### src/rtl/fpu_exec_ctrl.sv
// fpu_exec_ctrl: sequences one decoded FPU op at a time through fixed-latency units and retires its result
module fpu_exec_ctrl #(
  parameter int LAT_ADD  = 3,
  parameter int LAT_MUL  = 2,
  parameter int LAT_DIV  = 12,
  parameter int LAT_SQRT = 12,
  parameter int LAT_CVT  = 2,
  parameter int LAT_CMP  = 1
) (
  input  logic        clk,
  input  logic        rst,
  input  logic        flush,
  input  logic        issue_valid,
  input  logic [6:0]  alu_control,
  input  logic        fpu_reg_write_in,
  input  logic [4:0]  rd_in,
  input  logic [31:0] src_a,
  input  logic [31:0] src_b,
  input  logic [31:0] fadd_res,
  input  logic [31:0] fmul_res,
  input  logic [31:0] fdiv_res,
  input  logic [31:0] fsqrt_res,
  input  logic [31:0] fcvtws_res,
  input  logic [31:0] fcvtsw_res,
  input  logic        fcmp_res,
  output logic [6:0]  unit_start,
  output logic [6:0]  unit_op,
  output logic [31:0] op_a,
  output logic [31:0] op_b,
  output logic        stall,
  output logic        result_valid,
  output logic [31:0] result,
  output logic [4:0]  rd_out,
  output logic        fpu_wr,
  output logic        int_wr,
  output logic        illegal
);
  localparam logic [6:0] FADD = 7'h40, FSUB = 7'h41, FMUL = 7'h42, FDIV = 7'h43;
  localparam logic [6:0] FEQ = 7'h44, FLT = 7'h45, FLE = 7'h46, FSQRT = 7'h47;
  localparam logic [6:0] FCVTWS = 7'h4F, FCVTSW = 7'h57;
  localparam logic [6:0] FMV = 7'h21, FSGNJ = 7'h22, FSGNJN = 7'h23, ADD = 7'h00;

  typedef enum logic [1:0] {IDLE, WAIT, DONE} state_t;
  state_t state, state_nx;
  logic [3:0]  cnt, cnt_nx;
  logic [4:0]  lat;
  logic [6:0]  start_nx;
  logic        acc, wc, known;
  logic [31:0] res;

  assign start_nx = {alu_control inside {FEQ, FLT, FLE}, alu_control == FCVTSW,
                     alu_control == FCVTWS, alu_control == FSQRT, alu_control == FDIV,
                     alu_control == FMUL, alu_control inside {FADD, FSUB}};
  assign lat = start_nx[0] ? 5'(LAT_ADD)  : start_nx[1] ? 5'(LAT_MUL) :
               start_nx[2] ? 5'(LAT_DIV)  : start_nx[3] ? 5'(LAT_SQRT) :
               (start_nx[4] | start_nx[5]) ? 5'(LAT_CVT) :
               start_nx[6] ? 5'(LAT_CMP)  : 5'd1;
  assign acc = issue_valid & ~flush & (state != WAIT);

  // cnt holds the WAIT cycles still to go after the current one
  always_comb begin
    state_nx = state;
    cnt_nx = cnt;
    if (flush) state_nx = IDLE;
    else if (acc) begin
      state_nx = (lat == 5'd1) ? DONE : WAIT;
      cnt_nx = 4'(lat - 5'd2);
    end else if (state == WAIT) begin
      state_nx = (cnt == 4'd0) ? DONE : WAIT;
      cnt_nx = cnt - 4'd1;
    end else if (state == DONE) state_nx = IDLE;
  end

  always_ff @(posedge clk) begin
    if (rst) begin
      state <= IDLE;
      cnt <= '0;
      unit_start <= '0;
      unit_op <= '0;
      op_a <= '0;
      op_b <= '0;
      rd_out <= '0;
      wc <= 1'b0;
    end else begin
      state <= state_nx;
      cnt <= cnt_nx;
      unit_start <= acc ? start_nx : 7'd0;
      if (acc) begin
        unit_op <= alu_control;
        op_a <= src_a;
        op_b <= src_b;
        rd_out <= rd_in;
        wc <= fpu_reg_write_in;
      end
    end
  end

  always_comb begin
    known = unit_op inside {FADD, FSUB, FMUL, FDIV, FEQ, FLT, FLE, FSQRT, FCVTWS, FCVTSW,
                            FMV, FSGNJ, FSGNJN, ADD};
    res = (unit_op == FADD || unit_op == FSUB) ? fadd_res :
          (unit_op == FMUL)   ? fmul_res :
          (unit_op == FDIV)   ? fdiv_res :
          (unit_op == FSQRT)  ? fsqrt_res :
          (unit_op == FCVTWS) ? fcvtws_res :
          (unit_op == FCVTSW) ? fcvtsw_res :
          (unit_op inside {FEQ, FLT, FLE}) ? {31'd0, fcmp_res} :
          (unit_op == FMV)    ? op_a :
          (unit_op == FSGNJ)  ? {op_b[31], op_a[30:0]} :
          (unit_op == FSGNJN) ? {~op_b[31], op_a[30:0]} :
          (unit_op == ADD)    ? op_a + op_b : 32'd0;
  end

  assign stall = (state == WAIT);
  assign result_valid = (state == DONE);
  assign result = result_valid ? res : 32'd0;
  assign fpu_wr = result_valid & wc;
  assign int_wr = result_valid & ~wc;
  assign illegal = result_valid & ~known;
endmodule

### config.mk
export PLATFORM = sky130hd
export DESIGN_NAME = fpu_exec_ctrl
export DESIGN_NICKNAME = d
export VERILOG_FILES = /design/src/rtl/fpu_exec_ctrl.sv
export SDC_FILE = /design/constraint.sdc
export NUM_CORES = 1
export LEC_CHECK = 0
export BUFFER_PORTS_ARGS = -buffer_cell sky130_fd_sc_hd__buf_4
export CORE_AREA = 2 2 155 157
export DETAILED_ROUTE_END_ITERATION = 12
export DIE_AREA = 0 0 157 159
export GPL_ROUTABILITY_DRIVEN = 0
export SLEW_MARGIN = 20
export SYNTH_ARGS = -nofsm -noshare
export SYNTH_HDL_FRONTEND = slang
export SYNTH_SLANG_ARGS = --single-unit
### constraint.sdc
create_clock -name clk -period 2.2 [get_ports clk]
set_input_delay 0 -clock clk [delete_from_list [all_inputs] [get_ports clk]]
set_output_delay 0 -clock clk [all_outputs]
set_load 0.1 [all_outputs]
==> impl_results.md, run 1 <==
- Slew headroom: 0.630
- First-pass iteration count of the detailed router: 5
- Initial antenna violation count: 10
- Hpwl dp: roughly 33 mm
- Seq/Total Area, Yosys: 0.250
- CP Max Fanout: 4
- Worst min-delay path category: in2reg
- Worst r2r src: state[1]$_SDFFE_PP0P_
- First-pass GRT wire length: slightly above 60 mm
- Worst EP required: around 2200 ps
- Comb power frac: 0.425
- Main synth FF type: dfxtp_1
- Clk_lat worst skew: roughly 360 ps
- YS warnings: 0
- Async set-reset flop share out of synthesis: 0
- Final Hold Viols: 0
- Vias post-DR: about 11000
- Pin count of the biggest net entering global routing: about 70
- Syn_nets: 1297
- CORE AREA: between 20000 and 25000 µm²
- H-tree Lvls: 3
- Clock share of power: 0.276
- I/O pin count: around 390
- WHS: approximately 33 ps
- Root Buffer: clkbuf_16
- Layout cells sized above 1: 0.541
- Clock slew seen by the registers of the worst setup and hold paths: approximately 80 ps
- Fmax: between 0.3 and 0.4 GHz
- DRC viols: 0
- PwrDens: between 300 and 400 nW/µm²
- Vias per cell: about 5.3
- Die area: 25000 µm²
- Clock Skew: roughly 12 ps
- Post-Synth Adder-Cell Area: 0.0635
- Site Rows: 56
- Fin crit share: 1.37
- Inst Count DP: 1851
- # fillers: a little under 2000
- Initial Utilization: 0.311
- CTS tree: yes
- Switching portion of total power: 0.379
- Post-synth top area share: 0.250
- Worst Max-Slew Pin Slew: 555 ps
- Fin. max-slew vios: 0
- FF+latch count, synth: 90
- Post-Syn Area: approximately 7200 µm²
- Routed WL: ~42 mm
- Share of power burned in registers: 0.299
- Top cells by area, synth: dfxtp_1 (25%), a21oi_1 (11%), nand2_1 (10%), mux2i_1 (6.8%), ha_1 (6.1%)
- GRT Total Usage: 0.320
- Failing checks: setup timing
- Avg Inst Size Synth: 7.30 µm²
- Synth area leader: dfxtp_1
- Cell internal pwr: between 0.003 and 0.004 W
- Min cycle time layout: around 3000 ps
- Via count of the first global-routing pass: around 10000
- Final Non-Filler Cells: approximately 2000
- Clk sinks: 90
- Chip width: about 160 µm
- Post-synthesis mux area share: 0.0727
- P_leak: about 6.5 nW
- RSZ-0062 raised after global routing: true
- Routed wire per std cell: between 20 and 25 µm
- Total congestion overflow: 0
- Final ANT Viol Nets: 0
- Crit path from: op_b[6]$_SDFFE_PP0P_
- HP Start: issue_valid
- XOR/XNOR share of the synthesized area: 0.0316
- Die height: approximately 160 µm
- WS Path Type: reg2out
- Crit path DAT: 3020 ps
- NetSw: ~0.0022 W
- CP startpoint kind: flip-flop
- Netlist cell types: 76
- Initial drt markers: approximately 660
- Port Buffers: 393
- Status: finished with violations
- Final worst setup slack: -823 ps
- Main combinational cell family by area after synthesis: compound AO/OA/AOI/OAI gates
- Dpl ws: -518 ps
- Crit end category: output port
- Final setup fails: 32
- Mapped Cells: 987
- Max Cap Viol: 0
- Synth Area in Compound Gates: 0.322
- Clock Path Buffers: 2
- Simple-gate share of the synthesized area: 0.212
- EDFF count, synth: 0
- CTS Buf Count: 9
- Nets: slightly below 2000
- Peak supply drop: 0.376 mV
- Synthesis-to-finish area growth: 111%
[Yosys cell counts (8+ instances only)]
cell / count
a211oi_1: 11
a21boi_0: 8
a21o_1: 15
a21oi_1: 160
a221oi_1: 19
a31oi_1: 13
buf_2: 12
clkbuf_1: 51
dfxtp_1: 90
ha_1: 35
inv_1: 16
mux2i_1: 49
nand2_1: 197
nand3_1: 23
nor2_1: 44
nor2b_1: 9
nor3_1: 13
o21ai_0: 47
o21bai_1: 8
o221ai_1: 10
xnor2_1: 19
[sequential cells by signal, indices dropped and copies added, names as in the netlist]
signal	cells
op_a	32
op_b	32
unit_op	7
unit_start	7
rd_out	5
cnt	4
state	2
wc	1
[logic make-up (layout without fill, tap and decap cells)]
group	after synthesis	in the layout
fa+ha+maj	36	36
simple gates	337	337
other cells	0	10
compound gates	359	359
mux	52	52
flops	90	90
buf+inv	87	742
xor+xnor	26	26
[through the flow]
step / utilization / total power [W] / area (µm²) / TNS (ps)
2_1_floorplan: - / 0.00296 / 8230 / -9430
3_3_place_gp: 0.560 / 0.00398 / 13000 / -8140
3_5_place_dp: 0.560 / 0.00399 / 13000 / -8570
4_1_cts: 0.645 / 0.00582 / 14900 / -16500
5_1_grt: 0.657 / 0.00608 / 15200 / -20160
6_report: 0.657 / 0.00585 / 15200 / -17330
[power groups by stage]
stage                     registers, W  clock network, W  logic [W]
after detailed placement       0.00178                 0    0.00221
final                          0.00175           0.00162    0.00249
after global placement         0.00177                 0    0.00221
after CTS                      0.00175           0.00165    0.00242
after floorplan                0.00224                 0   0.000724
after global routing           0.00175           0.00172    0.00260
[critical path, stage by stage (launching register included)]
cell and delay (ps):
dfxtp_4 360, ha_4 280, a21o_1 190, a221oi_4 90
buf_6 140, a2bb2oi_2 120, o31a_1 140, a211oi_2 330
a311oi_2 200, or4b_4 530, nand3_4 100, buf_12 180
[final cells by class]
cell class | instances | area (µm²) | share of cell area
multi-input cells | 810 | 6310 | 0.414
repair buffers | 710 | 6100 | 0.401
flip-flops and latches | 90 | 2030 | 0.133
well taps | 319 | 399 | 0.0262
clock buffers | 11 | 264 | 0.0173
inverters | 16 | 60.1 | 0.00394
clock inverters | 5 | 46.3 | 0.00304
diodes | 10 | 25.0 | 0.00164
[layer usage]
metal | global-route usage | part of all wire
met5 | 0 | 0
met3 | 0.0830 | 0.092
met1 | 0.392 | 0.39
met4 | 0.173 | 0.055
met2 | 0.509 | 0.46
[path summary, 6_finish.rpt]
kind	to	slack, ps	depth (start not counted)
hold / removal	rd_out[4]$_SDFFE_PP0P_	30	4
setup reg to reg	op_a[10]$_SDFFE_PP0P_	350	7
hold reg to reg	rd_out[1]$_SDFFE_PP0P_	460	2
setup / recovery	result[31]	-820	11
[placed cells by master (no fill, tap or decap), types with 10 or more instances in the layout]
cell,count
a21o_1,14
a21oi_1,135
a21oi_2,22
a221oi_1,15
a31oi_4,10
buf_12,36
buf_4,565
buf_6,29
clkbuf_16,10
dfxtp_1,25
dfxtp_4,57
diode_2,10
dlygate4sd3_1,77
ha_1,12
ha_4,21
inv_1,14
mux2i_1,49
nand2_1,186
nand3_1,18
nor2_1,33
nor3_1,12
o21ai_0,36
o221ai_1,10
xnor2_2,11
[timing repair]
action	CTS	global route
pin swaps	75	34
setup endpoints to repair	33	33
hold buffers	77	0
cloned	0	0
buffers inserted	13	10
resized for setup	182	41
endpoints found under the hold margin	86	0
(Power assumes the default switching activity.)
==> run 2: changes to the inputs <==
CTS_BUF_LIST = sky130_fd_sc_hd__clkbuf_8   (was unset)
==> impl_results.md, run 2 (synthesis results as in run 1) <==
- Crit end category: output port
- Layout cells sized above 1: 0.542
- Routed WL: about 42 mm
- Die area: 25000 µm²
- Site Rows: 56
- Final worst setup slack: -833 ps
- Routed wire per std cell: 21.3 µm
- Commonest non-fill, non-tap cell in the layout: buf_4
- Fin. max-slew vios: 0
- Clock Path Buffers: 2
- Worst Max-Slew Pin Slew: about 560 ps
- Nets: 1948
- Synthesis-to-finish area growth: 110%
- Pin count of the biggest net entering global routing: 71
- Status: finished with violations
- Via count of the first global-routing pass: between 10000 and 15000
- Clk sinks: 90
- Clock slew seen by the registers of the worst setup and hold paths: 120 ps
- First-pass GRT wire length: between 60 and 70 mm
- Final ANT Viol Nets: 0
- Slew headroom: 0.625
- First-pass iteration count of the detailed router: 5
- Dpl ws: -518 ps
- Initial drt markers: approximately 640
- Die height: approximately 160 µm
- WS Path Type: reg2out
- GRT Total Usage: 0.322
- Hpwl dp: around 33 mm
- Top Registers: op_a (32), op_b (32)
- Clock Skew: roughly 15 ps
- Root Buffer: clkbuf_8
- CP startpoint kind: flip-flop
- CTS Buf Count: 9
- Failing checks: setup timing
- CP Max Fanout: 3
- Min cycle time layout: 3030 ps
- Total congestion overflow: 0
- Initial Utilization: 0.311
- Total Power: 0.00552 W
- H-tree Lvls: 3
- PwrDens: around 360 nW/µm²
- Worst EP required: 2200 ps
- Initial antenna violation count: 8
- Clk_lat worst skew: 390 ps
- Crit path DAT: ~3000 ps
- Final setup fails: 32
- RSZ-0062 raised after global routing: true
- Port Buffers: just under 400
- Fin crit share: 1.38
- Chip width: 157 µm
- Inst Count DP: between 1500 and 2000
- CORE AREA: between 20000 and 25000 µm²
- Vias per cell: 5.34
- DRC viols: 0
- Fmax: 0.330 GHz
- I/O pin count: 394
- Max Cap Viol: 0
- Commonest non-fill, non-tap cells in the layout: buf_4 (560), nand2_1 (185), a21oi_1 (135)
- Worst min-delay path category: in2reg
- Final Non-Filler Cells: 1971
- Final Hold Viols: 0
- Vias post-DR: between 10000 and 15000
- CTS tree: yes
- Peak supply drop: approximately 0.29 mV
- P_leak: between 6 and 7 nW
[run 2: cell count changes in the layout (fill, tap and decap cells not counted), sizes merged]
cell and delta:
buf -2, bufinv +1, clkbuf -1, diode -1
dlygate4sd3 +3
[run 2: worst max-delay path: stages, from the launching register on]
cell and delay, ps:
dfxtp_4 380, ha_4 280, a211oi_4 60, o21bai_1 190, a21oi_2 90, o31a_1 290
a211oi_2 330, a311oi_2 190, or4b_4 530, nand3_4 100, buf_12 180
[run 2: path summary, 6_finish.rpt]
path	cells past startpoint	startpoint	endpoint	slack, ps
hold / removal	2	rst	op_b[2]$_SDFFE_PP0P_	90
setup reg to reg	8	state[1]$_SDFFE_PP0P_	unit_start[0]$_SDFF_PP0_	180
setup / recovery	10	op_a[1]$_SDFFE_PP0P_	result[31]	-830
hold reg to reg	2	rd_out[1]$_SDFFE_PP0P_	rd_out[1]$_SDFFE_PP0P_	460
[run 2: repair_timing]
action	in CTS	in global routing
setup endpoints to repair	33	34
gates cloned	0	0
hold buffers	80	0
gates resized for setup	182	46
hold endpoints to repair	87	0
setup buffers	14	7
pin swaps	76	41
[run 2: final cells by class]
cell class                      count  area [µm²]
Antenna cell                        9        22.5
Inverter                           16        60.1
Tap cell                          319         399
Clock inverter                      6        76.3
Clock buffer                       10         138
Fill cell                        1945        8020
Multi-Input combinational cell    810        6320
Sequential cell                    90        2030
Timing Repair Buffer              711        6130
[run 2: power breakdown]
part	total [W]	switching (W)	leakage, nW	internal, W
combinational	0.00251	0.00142	5.56	0.00109
clock	0.00127	0.000690	0.110	0.000581
sequential	0.00175	0.0000809	0.780	0.00167
[run 2: metrics by stage]
step	util	hold slack (ps)	TNS (ps)	cell area (µm²)
6_report	0.654	86.9	-18250	15200
5_1_grt	0.654	91.9	-21210	15200
4_1_cts	0.642	66.1	-17810	14900
3_5_place_dp	0.560	217	-8570	13000
3_3_place_gp	0.560	213	-8140	13000
2_1_floorplan	-	72.1	-9430	8230
[run 2: metal layers]
| metal | vias up | part of all wire | GRT usage |
|---|---|---|---|
| li1 | 4945 | - | - |
| met1 | 4982 | 0.41 | 0.402 |
| met2 | 507 | 0.47 | 0.525 |
| met3 | 100 | 0.074 | 0.0656 |
| met4 | 0 | 0.045 | 0.155 |
| met5 | - | 0 | 0 |
